## config.mk

```make
export PLATFORM = sky130hd
export DESIGN_NAME = teleprinter_drive
export DESIGN_NICKNAME = d
export VERILOG_FILES = /design/src/rtl/edsac_tp_pkg.sv /design/src/rtl/tp_char_timer.sv /design/src/rtl/teleprinter_drive.sv
export SDC_FILE = /design/constraint.sdc
export NUM_CORES = 1
export LEC_CHECK = 0
export ABC_AREA = 1
export CAP_MARGIN = 20
export CORE_MARGIN = 2
export CORE_UTILIZATION = 50
export CTS_CLUSTER_SIZE = 20
export DETAILED_ROUTE_END_ITERATION = 6
export GPL_TIMING_DRIVEN = 0
export PLACE_DENSITY = 0.76
export SYNTH_ARGS = -nofsm -noshare
export SYNTH_HDL_FRONTEND = slang
export SYNTH_SLANG_ARGS = --single-unit
```

## constraint.sdc

```tcl
create_clock -name clk -period 1.5 [get_ports clk]
set_input_delay 0.3 -clock clk [delete_from_list [all_inputs] [get_ports clk]]
set_output_delay 0.3 -clock clk [all_outputs]
set_load 0.02 [all_outputs]
```

## src/rtl/edsac_tp_pkg.sv

```systemverilog
// Shared types and constants for the EDSAC teleprinter drive.
// Optional feature macro used by teleprinter_drive: TP_SHIFT_TRACK_EN.
package edsac_tp_pkg;

    // Width of the character-period countdown.
    localparam int TIMER_W = 16;

    // Teleprinter shift codes.
    localparam logic [4:0] FIGS_CODE = 5'b01011;
    localparam logic [4:0] LTRS_CODE = 5'b01111;

    typedef enum logic [1:0] {
        IDLE  = 2'd0,
        OFFER = 2'd1,
        PRINT = 2'd2,
        DONE  = 2'd3
    } tp_state_e;

    // True for either shift code.
    function automatic logic is_shift(input logic [4:0] code);
        return (code == FIGS_CODE) || (code == LTRS_CODE);
    endfunction

endpackage

```

## src/rtl/tp_char_timer.sv

```systemverilog
// Character-period down counter: load, count down while enabled, stop at 0.
module tp_char_timer
    import edsac_tp_pkg::*;
(
    input  logic               clk,
    input  logic               rst_n,
    input  logic               load_i,
    input  logic [TIMER_W-1:0] load_val_i,
    input  logic               en_i,
    output logic               zero_o
);

    logic [TIMER_W-1:0] cnt_q;
    logic [TIMER_W-1:0] cnt_d;

    // Next count: load wins, otherwise decrement while enabled, never below 0.
    always_comb begin
        cnt_d = cnt_q;
        if (load_i) begin
            cnt_d = load_val_i;
        end else if (en_i && (cnt_q != '0)) begin
            cnt_d = cnt_q - 1'b1;
        end
    end

    // Count register with synchronous active-low reset.
    always_ff @(posedge clk) begin
        if (!rst_n) begin
            cnt_q <= '0;
        end else begin
            cnt_q <= cnt_d;
        end
    end

    assign zero_o = (cnt_q == '0);

endmodule

```

## src/rtl/teleprinter_drive.sv

```systemverilog
// EDSAC teleprinter drive: offers each character to a host logger, then
// holds the mechanism busy for one character period and pulses ep_done.
// Define TP_SHIFT_TRACK_EN to absorb shift codes into a tracked tp_figs.
module teleprinter_drive
    import edsac_tp_pkg::*;
#(
    parameter int CHAR_CYCLES = 16
) (
    input  logic       clk,
    input  logic       rst_n,
    input  logic       char_valid,
    input  logic [4:0] char_in,
    output logic       tp_valid,
    input  logic       tp_ready,
    output logic [4:0] tp_code,
    output logic       tp_figs,
    output logic       tp_busy,
    output logic       ep_done,
    output logic       err_overrun
);

    localparam logic [TIMER_W-1:0] LOAD_VAL = TIMER_W'(CHAR_CYCLES - 1);

    tp_state_e  state_q, state_d;
    logic [4:0] code_q, code_d;
    logic       err_q, err_d;
    logic       tmr_load, tmr_en, tmr_zero;
`ifdef TP_SHIFT_TRACK_EN
    logic       figs_q, figs_d;
`endif

    tp_char_timer u_timer (
        .clk        (clk),
        .rst_n      (rst_n),
        .load_i     (tmr_load),
        .load_val_i (LOAD_VAL),
        .en_i       (tmr_en),
        .zero_o     (tmr_zero)
    );

    // Next-state and output decode; PRINT is entered only together with a timer load.
    always_comb begin
        state_d  = state_q;
        code_d   = code_q;
        err_d    = err_q | (char_valid && (state_q != IDLE));
        tmr_load = 1'b0;
        tmr_en   = 1'b0;
        tp_valid = 1'b0;
        ep_done  = 1'b0;
`ifdef TP_SHIFT_TRACK_EN
        figs_d   = figs_q;
`endif
        case (state_q)
            IDLE: begin
                if (char_valid) begin
`ifdef TP_SHIFT_TRACK_EN
                    if (is_shift(char_in)) begin
                        figs_d   = (char_in == FIGS_CODE);
                        tmr_load = 1'b1;
                        state_d  = PRINT;
                    end else begin
                        code_d  = char_in;
                        state_d = OFFER;
                    end
`else
                    code_d  = char_in;
                    state_d = OFFER;
`endif
                end
            end
            OFFER: begin
                tp_valid = 1'b1;
                if (tp_ready) begin
                    tmr_load = 1'b1;
                    state_d  = PRINT;
                end
            end
            PRINT: begin
                tmr_en = 1'b1;
                if (tmr_zero) begin
                    state_d = DONE;
                end
            end
            DONE: begin
                ep_done = 1'b1;
                state_d = IDLE;
            end
            default: state_d = IDLE;
        endcase
    end

    // State, latched code and sticky overrun flag.
    always_ff @(posedge clk) begin
        if (!rst_n) begin
            state_q <= IDLE;
            code_q  <= '0;
            err_q   <= 1'b0;
        end else begin
            state_q <= state_d;
            code_q  <= code_d;
            err_q   <= err_d;
        end
    end

`ifdef TP_SHIFT_TRACK_EN
    // Tracked shift state; resets to letters.
    always_ff @(posedge clk) begin
        if (!rst_n) begin
            figs_q <= 1'b0;
        end else begin
            figs_q <= figs_d;
        end
    end
    assign tp_figs = figs_q;
`else
    assign tp_figs = 1'b0;
`endif

    assign tp_code     = code_q;
    assign tp_busy     = (state_q != IDLE);
    assign err_overrun = err_q;

endmodule

```

Word level (Yosys, flattened, before mapping)

Index checks and enable logic that the tools add are counted.

Word-level logic and storage cells: 35
Flip-flop bits (word level): 24
Output and inout bits: 10

Eq/ne operators: 6
Add/sub/neg operators: 1
Bitwise operators: 2
Multiplexer cells: 11
Reductions and logical operators: 10

Operator list:

| operator                                            | number |
|---|---|
| zero test 16 bit                                    | 1 |
| nonzero test 16 bit                                 | 1 |
| subtractor 16 x 1 -> 16 bit (second input constant) | 1 |
| 2-to-1 mux 4 bit                                    | 2 |
| one-hot mux 2 bit (4 select lines)                  | 1 |
| 2-to-1 mux 2 bit                                    | 3 |
| != test 2 bit (second input constant)               | 3 |
| 2-to-1 mux 1 bit                                    | 5 |
| == test 2 bit (second input constant)               | 2 |
| nonzero test 2 bit                                  | 2 |
| AND reduction 3 bit                                 | 1 |
| == test 2 x 1 -> 1 bit (second input constant)      | 1 |
| logical AND 1 bit                                   | 2 |
| zero test 2 bit                                     | 1 |
| AND reduction 2 bit                                 | 1 |
| OR reduction 2 bit                                  | 1 |
| NOT 1 bit                                           | 1 |
| OR 1 bit                                            | 1 |

Logic depth before layout (Yosys ltp)

Gate-level depths: netlist (run 1).

Word-level depth: 5
Depth in mapped cells: 11
Depth with buffers taken out: 10

Hierarchy

From an unflattened synthesis (run 1), not the netlist that was laid out.

Cells, all modules: 266
Area total of the unflattened synthesis: 1590.3 sq um

Modules (own cells, without submodules):

| module            | area an instance (sq um) | seq. area each (sq um) | cells an instance | instances |
|---|---|---|---|---|
| tp_char_timer     | 1189.9                   | 320.3                  | 211               | 1 |
| teleprinter_drive | 400.4                    | 160.2                  | 55                | 1 |

Least setup slack after synthesis (run 1)

No wires, ideal clock.

Path type: flip-flop to flip-flop
Start point: register state_q[1]
End point: register u_timer.cnt_q[10]
Cell stages (with the launch flop): 7
Setup time: 0.128 ns
Clock period less this slack: 1.444 ns
Data required time: 1.372 ns
Arrival time: 1.316 ns
Slack: 0.056 ns
Path through: dfxtp_1 > inv_1 > ha_1 > nand2_1 > nand2_1 > clkbuf_1 > nor2_1

Longest elaborated chain between the ends: 3
Elaborated cells between the ends (all ways): 6
Classes of those cells: eq/ne: 2; mux: 2; reduce/logical: 2

Ends and longest elaborated chain:

| item                                                                     | RTL line                | RTL |
|---|---|---|
| start, declared                                                          | teleprinter_drive.sv:24 | `tp_state_e state_q, state_d;` |
| start signal, assigned                                                   | teleprinter_drive.sv:99 | `state_q <= state_d;` |
| == test 2 x 1 -> 1 bit or == test 2 bit (tied branches)                  | teleprinter_drive.sv:53 | `case (state_q)` |
| 2-to-1 mux 1 bit                                                         | teleprinter_drive.sv:53 |  |
| OR reduction 2 bit (no source line) or logical AND 1 bit (tied branches) | --                      |  |
| end signal, assigned                                                     | tp_char_timer.sv:31     | `cnt_q <= cnt_d;` |
| end, declared                                                            | tp_char_timer.sv:13     | `logic [TIMER_W-1:0] cnt_q;` |

Several ways; a longest one is shown, not always the timed one.
A chain may end at the register's enable or synchronous reset.

Worst setup path after layout (run 1)

Start point: register state_q[0]
End point: output port tp_busy

Longest elaborated chain between the ends: 1

Ends and longest elaborated chain:

| item               | RTL line                 | RTL |
|---|---|---|
| nonzero test 2 bit | teleprinter_drive.sv:120 | `assign tp_busy = (state_q != IDLE);` |
| end, declared      | teleprinter_drive.sv:17  | `output logic tp_busy,` |

Every way passes these cells.

==> summary.txt, run 1 <==
Synthesis
  • Area of the mapped netlist: 1400 sq um
  • Synth Area in Simple Gates: 0.408
  • Synth Area in Adders: 0.0446
  • Synth Area in Compound Gates: 0.0866
  • Most used DFF post-synth: dfxtp_1
  • Yosys cell types: 24
  • #FFs+latches synth: 24
  • Synth Warn #: 0
  • Post-synth net total: 233
  • Sequential share of the synthesized area: 0.343
  • Syn Area/Cell: 6.40 sq um
  • Count leader, synth: nand2_1
  • Synth cell count leaders: nand2_1 (67), nor2_1 (33), inv_1 (25)
  • Yosys top cell area share: 0.343
  • Ys async rst share: 0
  • Mux share of post-synthesis cell area: 0
  • Area leader, netlist: dfxtp_1
  • Post-synth EDFFs: 0
  • Largest family of logic cells by synthesized area: simple AND/OR/NAND/NOR gates
  • Area contributors post-synth: dfxtp_1 (34%), nand2_1 (18%), nor2_1 (8.8%)
  • XOR/XNOR share of the synthesized area: 0.0188
  • Post-Synthesis Cells: 219

Die
  • Num ports: 19
  • Die Width: 56.9 microns
  • Chip Height: 56.9 microns
  • Core area: 2710 sq um
  • Die footprint: 3240 sq um
  • FP Rows: 19
  • Initial Utilization: 0.517

Drt
  • DRT antenna net count: 0
  • Total Routed Length: 2790 microns
  • Detailed Routing Iterations Pass 1: 4
  • Vias per cell: 4.82
  • Via count: 1302
  • DRC viols: 0
  • DRT iter0 DRCs: 31
  • WL per Instance: 10.3 microns

Global routing
  • Pin count of the biggest net entering global routing: 13
  • Initial antenna violation count: 0
  • GRT Total Usage: 0.184
  • Total gr overflow: 0
  • Vias in the first global route: 1120
  • First-pass GRT wire length: 4710 microns

Final layout
  • Nets: 255
  • Share of cells above drive strength 1: 0.142
  • Area growth syn-to-layout: 17.9%
  • Antenna Cells: 0
  • Multi-input gate area: 818 sq um
  • Filler cells: 265
  • Reg area: 485 sq um

Clocking
  • CTS root buffer: clkbuf_4
  • Hold buffer count at cts: 0
  • CTS tree: built
  • H-Tree Depth: 1
  • Worst-Skew Late Latency: 320 ps
  • Clock buffer depth: 2
  • Clock-pin slew on the worst setup and hold paths: 130 ps
  • CTS buffer count: 3
  • Post-CTS Setup Inserts: 0
  • CTS Sinks: 24

Critical path
  • CP Capture Type: output port
  • Crit path max-delay family: flip-flops
  • Crit-path max cell delay: 380 ps
  • CP startpoint kind: register
  • WS Path Type: reg -> out
  • CP cell instances: inv_1, ha_2, inv_2, buf_4
  • Critical path peak fanout: 4
  • Slowest CP cell: dfxtp_2
  • Worst Path Arrival: 1160 ps
  • R2R Setup Slk: 80 ps
  • CP Data Required Time: 1200 ps
  • Worst Path Buf+Inv: 3

STA
  • Fmax: 686 MHz
  • Final Slew Violations: 0
  • Minimum clock period: 1460 ps
  • Final Cycle Share: 0.972
  • Final Hold Violating Endpoints: 0
  • Worst Skew: 9.62 ps
  • RSZ-0062 raised after global routing: yes
  • Final Worst Setup Slack: 41.8 ps
  • Endpoints failing setup: 0

Flow run
  • Maximum capacitance violations: 0

Worst hold path
  • Worst min-delay path class: in -> reg

Place
  • Pre-CTS WS: -275 ps
  • Port buffer count: 16
  • Hpwl dp: 2060 microns
  • Gpl congestion: 0.876

Outcome
  • Status: finished, final reports clean
[sequential cells by signal (all words and copies together) (netlist names)]
| name | flops |
|---|---|
| err_overrun | 1 |
| u_timer.cnt_q | 16 |
| tp_code | 5 |
| state_q | 2 |
[layout make-up]
class / count / area share
Timing Repair Buffer: 17 / 0.0909
Tap cell: 31 / 0.0235
Sequential cell: 24 / 0.294
Clock buffer: 3 / 0.0136
Buffer: 5 / 0.0235
Multi-Input combinational cell: 164 / 0.495
Inverter: 26 / 0.0591
[tightest hold or removal path, delay by kind of cell]
family	cells	cell delay, ps
buffers and inverters	2	210
AND/OR/NAND/NOR	1	110
[cell usage in the layout (no fill, tap or decap), types with 4 or more instances in the layout]
| cell | count |
|---|---|
| clkdlybuf4s50_1 | 7 |
| nand2_1 | 66 |
| inv_1 | 23 |
| dfxtp_1 | 20 |
| nor2_1 | 31 |
| dlygate4sd2_1 | 6 |
| nor2_2 | 5 |
| o21ai_0 | 7 |
| nand3_1 | 13 |
| dfxtp_2 | 4 |
| a21oi_1 | 16 |
[metrics by stage]
stage               area, sq um  TNS, ps   util  cells  hold slack (ps)
floorplan                  1400        0      -    219              445
global placement           1600    -2630  0.590    266              462
detailed placement         1600    -2810  0.590    266              469
CTS                        1620        0  0.597    269              324
global route               1650     -109  0.609    270              335
finish                     1650        0  0.609    270              319
[logic make-up (layout without fill, tap and decap cells)]
family	after synthesis	in the layout
DFF	24	24
AOI/OAI and AO/OA	24	24
buffers and inverters	31	51
and+or+nand+nor	131	131
other	1	1
adders and majority gates	5	5
xor gates and xnor gates	3	3
[metal layers]
layer / up-vias / wire [microns] / GRT usage
li1: 721 / - / -
met5: - / 0 / 0
met1: 555 / 1400 / 0.225
met3: 4 / 127 / 0.0385
met4: 0 / 48 / 0.0897
met2: 22 / 1210 / 0.307
[worst paths after layout]
path | startpoint | endpoint | depth (start not counted)
worst max-delay path | state_q[0] | tp_busy | 4
worst min register to register | tp_code[2] | tp_code[2] | 2
worst min-delay path | rst_n | u_timer.cnt_q[1] | 3
worst max register to register | u_timer.cnt_q[1] | u_timer.cnt_q[11] | 10
[repair_timing]
action                     CTS  global route
resized for setup           22            11
pin swaps                    1             0
setup endpoints to repair   22            21
gates cloned                 0             1
Power of run 1 is left out: the tool's default activity adds up to more than one toggle a clock period on the data nets, which glitch-free logic cannot reach.
==> run 2: changes to the inputs <==
- CTS_CLUSTER_DIAMETER: unset -> 50
- SKIP_CTS_REPAIR_TIMING: unset -> 1
==> run 2 against run 1 <==
The run now ends with negative setup slack left. Die area unchanged. Wire length about the same. Global-route usage unchanged. Core utilization increased by 1.3 points. Sequential cell count unchanged. Sequential share of layout area decreased by 0.63 points. Hold slack improved by 5.8 ps. Critical path depth unchanged. Final cell count unchanged. Worst setup slack got worse by 94 ps. First-iteration DRC count unchanged. Critical path type unchanged. Largest cell class unchanged.
==> summary.txt, run 2 (same netlist as run 1, synthesis figures left out) <==
Outcome
  • Status: finished with violations
  • Failing checks: negative setup slack

Place
  • Hpwl dp: 2060 microns
  • Gpl congestion: 0.876
  • Port buffer count: 16
  • Placed cell area: 1600 sq um

Final layout
  • Final core utilization: 0.623
  • Most common cell after layout, fill and taps aside: nand2_1
  • Final instance area: 1690 sq um
  • Filler cells: 261
  • Nets: 255
  • Share of cells above drive strength 1: 0.138
  • Area growth syn-to-layout: 20.4%
  • Highest-count cells in the layout ignoring fill and taps: nand2_1 (66), nor2_1 (31), inv_1 (23)
  • Max reg flops: 16
  • Antenna Cells: 0
  • Most flop-heavy register: u_timer.cnt_q

Critical path
  • Crit-path max cell delay: 370 ps
  • Worst path depth: 4
  • R2R Setup Slk: 90 ps
  • CP Data Required Time: 1200 ps
  • WS Path Type: reg -> out
  • Slowest CP cell: dfxtp_2
  • CP Capture Type: output port
  • CP startpoint kind: register
  • FF-to-FF End: state_q[0]
  • Crit path top cell by count: inv_1
  • Worst reg-to-reg path cell count: 10
  • Critical path peak fanout: 4
  • CP cell instances: inv_1, ha_1, inv_1, clkbuf_2
  • RR Startpoint: u_timer.cnt_q[1]
  • Worst Path Buf+Inv: 3
  • Crit path max-delay family: flip-flops
  • Worst Path Arrival: 1250 ps

STA
  • RSZ-0062 raised after global routing: yes
  • Fmax: 644 MHz
  • Final Hold Violating Endpoints: 0
  • Hold slack: 325 ps
  • Endpoints failing setup: 1
  • Final Cycle Share: 1.03
  • Final Worst Setup Slack: -51.9 ps
  • Worst Skew: 10.1 ps
  • Final Slew Violations: 0
  • Minimum clock period: 1550 ps

Global routing
  • Initial antenna violation count: 0
  • Pin count of the biggest net entering global routing: 13
  • GRT Total Usage: 0.184
  • First-pass GRT wire length: 4710 microns
  • Vias in the first global route: 1120
  • Total gr overflow: 0

Clocking
  • Worst-Skew Late Latency: 320 ps
  • H-Tree Depth: 1
  • Clock-pin slew on the worst setup and hold paths: 130 ps
  • CTS tree: built
  • Clock buffer depth: 2
  • CTS Sinks: 24
  • CTS root buffer: clkbuf_4
  • CTS buffer count: 3

Drt
  • DRT iter0 DRCs: 31
  • DRC viols: 0
  • Vias per cell: 4.83
  • Via count: 1305
  • Detailed Routing Iterations Pass 1: 4
  • DRT antenna net count: 0
  • Total Routed Length: 2790 microns
  • WL per Instance: 10.3 microns

Die
  • Initial Utilization: 0.517
  • Core area: 2710 sq um
  • Die Width: 56.9 microns
  • Die footprint: 3240 sq um
  • FP Rows: 19
  • Num ports: 19
  • Chip Height: 56.9 microns

Flow run
  • Maximum capacitance violations: 0

Worst hold path
  • Worst min-delay path endpoint: u_timer.cnt_q[1]
  • Origin of the worst min-delay path: rst_n
  • Worst min-delay path class: in -> reg
  • Hold-critical path depth: 3
run 2: layer usage:
layer	share of wire	GRT usage
met1	0.51	0.225
met2	0.44	0.307
met3	0.036	0.0385
met4	0.017	0.0897
met5	0	0
run 2: stage by stage:
step	cells	worst slack (ps)	setup TNS (ps)
finish	270	-51.9	-51.9
global route	270	-132	-180
global placement	266	-261	-2630
floorplan	219	55.9	0
detailed placement	266	-275	-2810
CTS	269	-546	-3030
run 2: cell type report:
class	count	area (sq um)	area share
inverter	26	100	0.0593
multi-input combinational	164	830	0.491
timing repair buffer	17	173	0.102
sequential	24	485	0.288
buffer	5	38.8	0.0230
clock buffer	3	22.5	0.0133
tap	31	38.8	0.0230
run 2: worst max path at each step:
stage / end / from / slack [ps]
floorplan: u_timer.cnt_q[10] / state_q[1] / 60
global placement: u_timer.cnt_q[10] / tp_ready / -260
detailed placement: u_timer.cnt_q[10] / tp_ready / -280
CTS: tp_busy / state_q[1] / -550
global route: tp_busy / state_q[1] / -130
finish: tp_busy / state_q[0] / -50
run 2: worst reg2reg max path: stages (launching register included):
cell     delay (ps)
dfxtp_2         360
inv_2            70
ha_4            170
nand2_8          70
nor2_4          120
nand2_4          80
nand2_4         100
buf_2           170
nand3_1          80
nand2_1          60
nor2_1           40
Power of run 2 is left out for the same reason.
==> run 3: changes to the inputs <==
- CORE_UTILIZATION: 50 -> 49
- PLACE_DENSITY: 0.76 -> 0.74
==> run 3 against run 2 <==
The flow now finishes without violations. Maximum frequency rose by 4.8%. Final cell count up 0.37%. Global-route usage is 0.85 points higher. Register-to-register slack barely moved. Count of clock-buffer cells in the layout unchanged. Sequential cell count unchanged.
==> summary.txt, run 3 (same netlist as run 1, synthesis figures left out) <==
Outcome
  • Status: finished, final reports clean

Critical path
  • Worst Path Arrival: 1180 ps
  • CP startpoint kind: register
  • WS Path Type: reg -> out
  • RR Startpoint: u_timer.cnt_q[1]
  • Critical path peak fanout: 4
  • Critical path launch point: state_q[0]
  • CP Data Required Time: 1200 ps
  • CP Capture Type: output port

Drt
  • Total Routed Length: 2890 microns
  • Via count: 1328
  • DRT antenna net count: 0
  • WL per Instance: 10.7 microns
  • Vias per cell: 4.90
  • DRT iter0 DRCs: 30
  • DRC viols: 0
  • Detailed Routing Iterations Pass 1: 2

Final layout
  • Final instance area: 1730 sq um
  • Most flop-heavy register: u_timer.cnt_q
  • Area growth syn-to-layout: 23.1%
  • Most common cell after layout, fill and taps aside: nand2_1
  • Max reg flops: 16
  • Non-Filler Instances: 271
  • Multi-input gate area: 826 sq um
  • Filler cells: 249
  • Reg area: 488 sq um
  • Antenna Cells: 0
  • Highest-count cells in the layout ignoring fill and taps: nand2_1 (65), nor2_1 (30), inv_1 (22)
  • Share of cells above drive strength 1: 0.175
  • Nets: 255

Clocking
  • Clock buffer depth: 2
  • CTS Sinks: 24
  • Clock-pin slew on the worst setup and hold paths: 140 ps
  • CTS buffer count: 3
  • CTS root buffer: clkbuf_4
  • Worst-Skew Late Latency: 330 ps
  • H-Tree Depth: 1
  • CTS tree: built

Die
  • FP Rows: 19
  • Die Width: 57.5 microns
  • Die footprint: 3300 sq um
  • Num ports: 19
  • Initial Utilization: 0.513
  • Core area: 2730 sq um
  • Chip Height: 57.5 microns

STA
  • Minimum clock period: 1480 ps
  • Worst Skew: 9.58 ps
  • Final Cycle Share: 0.987
  • RSZ-0062 raised after global routing: yes
  • Endpoints failing setup: 0
  • Final Slew Violations: 0
  • Fmax: 676 MHz
  • Setup_tns: 0 ps
  • Final Hold Violating Endpoints: 0

Place
  • Hpwl dp: 2060 microns
  • Placed cell area: 1600 sq um
  • Port buffer count: 16
  • Gpl congestion: 0.844
  • Placed Instances: 266

Worst hold path
  • Worst min-delay path class: in -> reg
  • Origin of the worst min-delay path: rst_n

Global routing
  • Total gr overflow: 0
  • First-pass GRT wire length: 4980 microns
  • Pin count of the biggest net entering global routing: 15
  • Initial antenna violation count: 0
  • Vias in the first global route: 1224
  • GRT Total Usage: 0.192

Flow run
  • Maximum capacitance violations: 0
[run 3: cell types whose count changed in the layout (fill, tap and decap cells not counted), sizes merged]
cell    before  now
buf          5    7
bufinv       0    1
clkbuf       6    4
[run 3: final timing paths]
kind,endpoint,depth (start not counted),slack (ps)
setup / recovery,tp_busy,4,20
setup reg to reg,u_timer.cnt_q[1],11,100
hold reg to reg,tp_code[1],2,490
hold / removal,u_timer.cnt_q[1],3,310
[run 3: critical path: stages (launching register included)]
cell and delay [ps]:
dfxtp_2 360, inv_1 80, ha_2 210, inv_2 50, buf_4 150
[run 3: through the flow]
step	hold WS [ps]	util	worst slack, ps
6_report	307	0.631	19.6
5_1_grt	334	0.631	-41.2
4_1_cts	315	0.605	-559
3_5_place_dp	467	0.585	-264
3_3_place_gp	461	0.585	-273
2_1_floorplan	445	-	55.9
[run 3: cell type report]
cell class                 instances  area share
buffer                             5      0.0247
clock buffer                       3      0.0131
clock inverter                     1      0.0174
inverter                          26      0.0580
multi-input combinational        164       0.479
sequential                        24       0.283
tap                               31      0.0225
timing repair buffer              17       0.103
[run 3: routing by layer]
layer	global-route usage	routed length [microns]
met1	0.218	1350
met5	0	0
met2	0.344	1380
met3	0.0431	108
met4	0.0797	48
Power of run 3 is left out for the same reason.
